$ cat src/rtl/stream_pkg.sv
// Shared definitions for the two-way stream demultiplexer.
//   state_t  : packet-tracking FSM states (IDLE / PKT_A / PKT_B)
//   ROUTE_A / ROUTE_B : route encoding used by the top level
//   route_of : maps the two select bits to a route
package stream_pkg;

    typedef enum logic [1:0] {
        IDLE  = 2'd0,
        PKT_A = 2'd1,
        PKT_B = 2'd2
    } state_t;

    localparam logic ROUTE_A = 1'b0;
    localparam logic ROUTE_B = 1'b1;

    // Port B only when both select bits are set; every other pattern goes to A.
    function automatic logic route_of(input logic sel_b1, input logic sel_b2);
        return (sel_b1 && sel_b2) ? ROUTE_B : ROUTE_A;
    endfunction

endpackage

$ cat src/rtl/stream_slice.sv
// One-entry register slice for a valid/ready stream.
// Ports:
//   clk_i, reset_i : clock, synchronous active-high reset
//   load_i         : write data_i into the slice this cycle (caller guarantees space_o)
//   data_i         : payload to store
//   ready_i        : downstream sink ready
//   valid_o        : slice holds a beat
//   data_o         : held payload (cleared to 0 on reset, kept after drain)
//   space_o        : slice can take a beat this cycle (empty, or draining now)
module stream_slice #(
    parameter int W = 9
) (
    input  logic         clk_i,
    input  logic         reset_i,
    input  logic         load_i,
    input  logic [W-1:0] data_i,
    input  logic         ready_i,
    output logic         valid_o,
    output logic [W-1:0] data_o,
    output logic         space_o
);

    logic         valid_q, valid_d;
    logic [W-1:0] data_q, data_d;

    always_comb begin
        valid_d = valid_q;
        data_d  = data_q;
        if (load_i) begin
            valid_d = 1'b1;
            data_d  = data_i;
        end else if (ready_i) begin
            valid_d = 1'b0;
        end
    end

    always_ff @(posedge clk_i) begin
        if (reset_i) begin
            valid_q <= 1'b0;
            data_q  <= '0;
        end else begin
            valid_q <= valid_d;
            data_q  <= data_d;
        end
    end

    assign valid_o = valid_q;
    assign data_o  = data_q;
    // Full-and-draining counts as space so a stream can run at one beat per cycle.
    assign space_o = !valid_q || ready_i;

endmodule

$ cat src/rtl/stream_demux2.sv
// Two-way packet stream demultiplexer. A packet's route is chosen from
// sel_b1/sel_b2 on its first beat and held until its last beat; each output
// port sits behind a one-entry register slice (1-cycle latency).
// Handshake: on every port a beat moves when valid & ready are both high in
// the same cycle; a source holding valid keeps data/last stable until then.
// Ports:
//   clk, reset                      : clock, synchronous active-high reset
//   in_data/in_valid/in_last/in_ready : upstream stream
//   sel_b1, sel_b2                  : route select (B only when both are 1)
//   a_data/a_valid/a_last/a_ready   : port A stream
//   b_data/b_valid/b_last/b_ready   : port B stream
//   pkt_cnt_a, pkt_cnt_b            : completed packets per port (wrap at 256)
//   busy                            : a packet is in progress
//   state_dbg                       : current FSM state (stream_pkg::state_t)
module stream_demux2
    import stream_pkg::*;
#(
    parameter int WIDTH = 8
) (
    input  logic             clk,
    input  logic             reset,
    input  logic [WIDTH-1:0] in_data,
    input  logic             in_valid,
    input  logic             in_last,
    output logic             in_ready,
    input  logic             sel_b1,
    input  logic             sel_b2,
    output logic [WIDTH-1:0] a_data,
    output logic             a_valid,
    output logic             a_last,
    input  logic             a_ready,
    output logic [WIDTH-1:0] b_data,
    output logic             b_valid,
    output logic             b_last,
    input  logic             b_ready,
    output logic [7:0]       pkt_cnt_a,
    output logic [7:0]       pkt_cnt_b,
    output logic             busy,
    output logic [1:0]       state_dbg
);

    state_t     state_q;
    logic [7:0] cnt_a_q, cnt_b_q;
    logic       route_cur;
    logic       a_space, b_space;
    logic       xfer;
    logic       load_a, load_b;

    // In IDLE the incoming beat starts a packet, so the live select decides;
    // mid-packet the state itself carries the latched route.
    always_comb begin
        route_cur = ROUTE_A;
        case (state_q)
            IDLE:    route_cur = route_of(sel_b1, sel_b2);
            PKT_B:   route_cur = ROUTE_B;
            default: route_cur = ROUTE_A;
        endcase
    end

    // Depends only on state, select and the sink side, never on in_valid.
    assign in_ready = !reset && ((route_cur == ROUTE_B) ? b_space : a_space);
    assign xfer     = in_valid && in_ready;
    assign load_a   = xfer && (route_cur == ROUTE_A);
    assign load_b   = xfer && (route_cur == ROUTE_B);

    always_ff @(posedge clk) begin
        if (reset) begin
            state_q <= IDLE;
            cnt_a_q <= 8'd0;
            cnt_b_q <= 8'd0;
        end else if (xfer) begin
            if (in_last) begin
                state_q <= IDLE;
                if (route_cur == ROUTE_B) cnt_b_q <= cnt_b_q + 8'd1;
                else                      cnt_a_q <= cnt_a_q + 8'd1;
            end else begin
                state_q <= (route_cur == ROUTE_B) ? PKT_B : PKT_A;
            end
        end
    end

    stream_slice #(.W(WIDTH + 1)) u_slice_a (
        .clk_i   (clk),
        .reset_i (reset),
        .load_i  (load_a),
        .data_i  ({in_last, in_data}),
        .ready_i (a_ready),
        .valid_o (a_valid),
        .data_o  ({a_last, a_data}),
        .space_o (a_space)
    );

    stream_slice #(.W(WIDTH + 1)) u_slice_b (
        .clk_i   (clk),
        .reset_i (reset),
        .load_i  (load_b),
        .data_i  ({in_last, in_data}),
        .ready_i (b_ready),
        .valid_o (b_valid),
        .data_o  ({b_last, b_data}),
        .space_o (b_space)
    );

    assign pkt_cnt_a = cnt_a_q;
    assign pkt_cnt_b = cnt_b_q;
    assign busy      = (state_q != IDLE);
    assign state_dbg = state_q;

endmodule

$ cat config.mk
export PLATFORM = sky130hd
export DESIGN_NAME = stream_demux2
export DESIGN_NICKNAME = d
export VERILOG_FILES = /design/src/rtl/stream_pkg.sv /design/src/rtl/stream_slice.sv /design/src/rtl/stream_demux2.sv
export SDC_FILE = /design/constraint.sdc
export NUM_CORES = 1
export LEC_CHECK = 0
export ABC_AREA = 1
export CORE_MARGIN = 8
export CORE_UTILIZATION = 40
export DETAILED_ROUTE_END_ITERATION = 12
export GPL_TIMING_DRIVEN = 0
export PLACE_DENSITY = 0.69
export SYNTH_ARGS = -nofsm -noshare
export SYNTH_HDL_FRONTEND = slang
export SYNTH_HIERARCHICAL = 1
export SYNTH_SLANG_ARGS = --single-unit
$ cat constraint.sdc
create_clock -name clk -period 2.49 [get_ports clk]
set_input_delay 0.3735 -clock clk [delete_from_list [all_inputs] [get_ports clk]]
set_output_delay 0.3735 -clock clk [all_outputs]
set_load 0.05 [all_outputs]
==> summary by stage, run 1 <==
STA
Setup repair after global routing left no endpoint under its margin. The sum of negative setup slack is 0 ns. The final-report setup violation count is 0.

Timing would allow up to 423 MHz. The final clock skew is 0.00234 ns. The count of final hold-check violations is 0.

Of the available clock period, the critical path in the final layout requires 0.950. The remaining max-slew budget at the tightest pin is 0.639. The final number of max-transition violations is 0.

The time the worst path needs with I/O delays and setup is around 2.4 ns. In the post-route analysis, the smallest setup slack over all paths is 0.124 ns. The transition time at the pin with the least slew margin is 0.539 ns.

Outcome
The flow ran to the end, and the final reports show no timing, DRC or antenna violations.

GRT
The global-route track usage on met3 is 0.0714. For met2 alone, demand over resource in global routing was 0.235. The number of global-route vias before repair was around 1,700.

The first-pass GRT wire length is 7.69 mm. Entering global routing, the biggest net connects 12 pins. The peak-usage layer in the global routing report is met2. The initial antenna violation count came to 0. In the global route stage, overall resource usage came out at 0.144. The met1 track demand over resource in global routing is 0.161. The total overflow left after global routing is 0.

Place
Counting tap cells, the placed design contains a total of roughly 340 instances. The HPWL after detailed placement is around 3.4 mm. Input and output buffers added on the ports amount to 55. The weighted congestion reported at the end of routability-driven placement is 0.728.

The pre-CTS setup slack is -0.181 ns.

Clock network
The clock tree from TritonCTS is done. The maximum count of clock buffers along a single path is 2. Counting the buffers created by CTS gives 5. The number of buffers added for setup after CTS is 0. The root buffer selected by CTS is sky130_fd_sc_hd__clkbuf_8.

The clock insertion delay at the later pin of the skew report is 0.28 ns. The number of sinks handled by clock tree synthesis is 38. After clock tree synthesis, the clock-pin slew on the worst setup and hold paths is 0.08 ns. The clock tree synthesis step divided the H-tree into 2 levels.

Hold path
The worst hold path was traced through 2 stages. The endpoint of the worst hold path is pkt_cnt_b[4]. The startpoint identified for the worst hold timing path is pkt_cnt_b[4]. The worst min-delay path category is reg -> reg.

Detailed routing
The via density per instance is just under 5. In the final routed layout, each cell accounts on average for 13.3 um. In this run the remaining antenna-violating nets after routing total 0. The routed wire length is 4.63 mm. For this block, the via count after detailed routing is 1,720. After detailed routing, the number of remaining DRC violations is 0. The first routing iteration left 91 violations. The count of TritonRoute iterations in the first routing pass is 4.

Worst setup path
The destination of the worst register-to-register timing path is u_slice_b/data_o[7]. The sort of element at the start of the critical path is a primary input. The worst setup path is of the in -> out kind. The data required time of the worst path is 2.12 ns. STA puts the critical path data arrival time at 1.99 ns. The category of the worst setup path capture point is a primary output. The cell depth of the worst flop-to-flop path is 13. In this run the worst path has a maximum fanout of 10.

The startpoint of the worst-slack reg-to-reg timing path is state_dbg[1]. The setup check on the worst reg-to-reg path leaves a slack of 0.66 ns.

Floorplan
The core box area is between 4000 and 5000 um2. In this run the vertical extent of the chip is 82.2 um. Measured along the x axis, the die boundary spans 82.2 um. For this configuration, the core starts out at a cell density of 0.409. The number of core rows is 24. The boundary pin count is 56.

The total die area is ~6800 um2.

Logic synthesis
The netlist uses 24 different library cells. The area of the mapped netlist is 1750 um2. The fraction of post-synthesis cell area in the top cell type by area is 0.434. The synthesized area per cell is 7.50 um2. The share of the Yosys chip area taken by registers is 0.434. sky130_fd_sc_hd__dfxtp_1 takes more of the synthesized area than any other cell. The net count after synthesis is 252. The number of warning messages in the yosys log is 6. The synthesized instance count is 234. The post-synthesis sequential element count is 38. In the post-synthesis netlist, the biggest area contributors are sky130_fd_sc_hd__dfxtp_1 43%, sky130_fd_sc_hd__nor2_1 9.8%, sky130_fd_sc_hd__nand2_1 8.6%.

Cells and area
0 antenna diodes ended up in the layout. Of the cells placed in the final design, the portion with a size suffix greater than 1 is 0.0842. The count of non-filler cells in the finished layout is 349. At the end of the flow the core is filled with cells to 0.573. The area growth from synthesis to layout is 40.2%. The number of filler instances in the final layout is approximately 420. The net count of the finished layout is between 300 and 400.

Power
Dividing total power by cell area gives a power density of about 540 nW/um2. The total power is 1.32 mW. Summed over all cells, the static leakage comes to 1.03 nW. IR analysis of the VDD net gives a maximum drop of 0.000407 V.

Run
The max capacitance violation total is 0.
## timing repair
item | 4_1_cts | 5_1_grt
hold buffers | 0 | 0
gates resized for setup | 1 | 0
endpoints found under the setup margin | 1 | 0
## synth_stat cells, drive strengths merged
cell / instances
ha: 2
clkbuf: 2
buf: 6
xor2: 5
nand4: 11
nor2: 47
dfxtp: 38
nand3b: 3
a21oi: 16
inv: 25
nand3: 12
nor3: 1
o21ai: 19
a31oi: 3
xnor2: 2
nand2: 42
## registers in the layout, indices dropped and copies added, names as in the netlist
register	flops
u_slice_b/data_o	9
u_slice_a/data_o	9
u_slice_a/valid_o	1
pkt_cnt_a	8
u_slice_b/valid_o	1
pkt_cnt_b	8
state_dbg	2
## worst max path at each step
| stage | start | slack [ns] | to |
|---|---|---|---|
| final | reset | 0.12 | in_ready |
| after global routing | reset | 0.04 | in_ready |
| after CTS | reset | 0.09 | in_ready |
| after detailed placement | reset | -0.18 | in_ready |
| after global placement | reset | -0.17 | in_ready |
| after floorplan | state_dbg[1] | 0.58 | u_slice_b/data_o[0] |
## cell families after synthesis
| kind of cell | count (synthesis) | share of synthesized area |
|---|---|---|
| and+or+nand+nor | 116 | 0.298 |
| DFF | 38 | 0.434 |
| xor gates and xnor gates | 7 | 0.0350 |
| adders and majority gates | 2 | 0.0143 |
| AOI/OAI and AO/OA | 38 | 0.115 |
| buffers and inverters | 33 | 0.104 |
## cell type report
type / instances / area [um2] / share of cell area
multi-input cells: 163 / 811 / 0.330
flip-flops and latches: 38 / 761 / 0.309
repair buffers: 55 / 549 / 0.223
inverters: 25 / 104 / 0.0422
clock buffers: 7 / 86.3 / 0.0351
plain buffers: 8 / 78.8 / 0.0320
well taps: 52 / 65.1 / 0.0264
clock inverters: 1 / 5.00 / 0.00203
## layout by cell type, fill, tap and decap left out, drive strengths merged
| cell type | count |
|---|---|
| a21oi | 16 |
| o21ai | 19 |
| dfxtp | 38 |
| xnor2 | 2 |
| nand3 | 12 |
| clkbuf | 9 |
| buf | 6 |
| xor2 | 5 |
| nor2 | 47 |
| inv | 25 |
| a31oi | 3 |
| nor3 | 1 |
| clkinv | 1 |
| clkdlybuf4s50 | 54 |
| dlygate4sd2 | 1 |
| nand4 | 11 |
| ha | 2 |
| nand3b | 3 |
| nand2 | 42 |
## metal layers
metal  share of wire  vias to the layer above
met4          0.0045                        0
met5               0                        -
met2            0.47                       46
li1                -                      877
met1            0.41                      795
met3            0.11                        2
## where the power goes
group | internal [mW] | leakage [nW] | total (mW) | switching (mW)
clock | 0.224 | 0.0482 | 0.438 | 0.215
combinational | 0.0850 | 0.670 | 0.240 | 0.155
sequential | 0.628 | 0.309 | 0.639 | 0.0113
## metrics by stage
step / cell area, um2 / hold slack [ns]
2_1_floorplan: 1750 / 0.436
3_3_place_gp: 2370 / 0.471
3_5_place_dp: 2370 / 0.478
4_1_cts: 2460 / 0.490
5_1_grt: 2460 / 0.511
6_report: 2460 / 0.489
## critical path, cell delays in order
cell and delay (ns):
sky130_fd_sc_hd__clkdlybuf4s50_1 0.62, sky130_fd_sc_hd__inv_1 0.26, sky130_fd_sc_hd__nand3_2 0.14, sky130_fd_sc_hd__inv_1 0.07, sky130_fd_sc_hd__dlygate4sd2_1 0.52
No activity file was read; power rests on OpenSTA's default activity.
==> run 2: changes to the inputs <==
clock period = 2.5 ns   (was 2.49 ns; I/O delays follow)
==> results of run 2 <==
Same layout as run 1 (identical final DEF). Status: finished clean.
Among the figures that moved: setup slack after placement -0.181 ns -> -0.174 ns; setup slack after layout 0.124 ns -> 0.131 ns; register-to-register setup slack 0.66 ns -> 0.67 ns; total power 1.32 mW -> 1.31 mW; worst IR drop on VDD 0.000407 V -> 0.000405 V
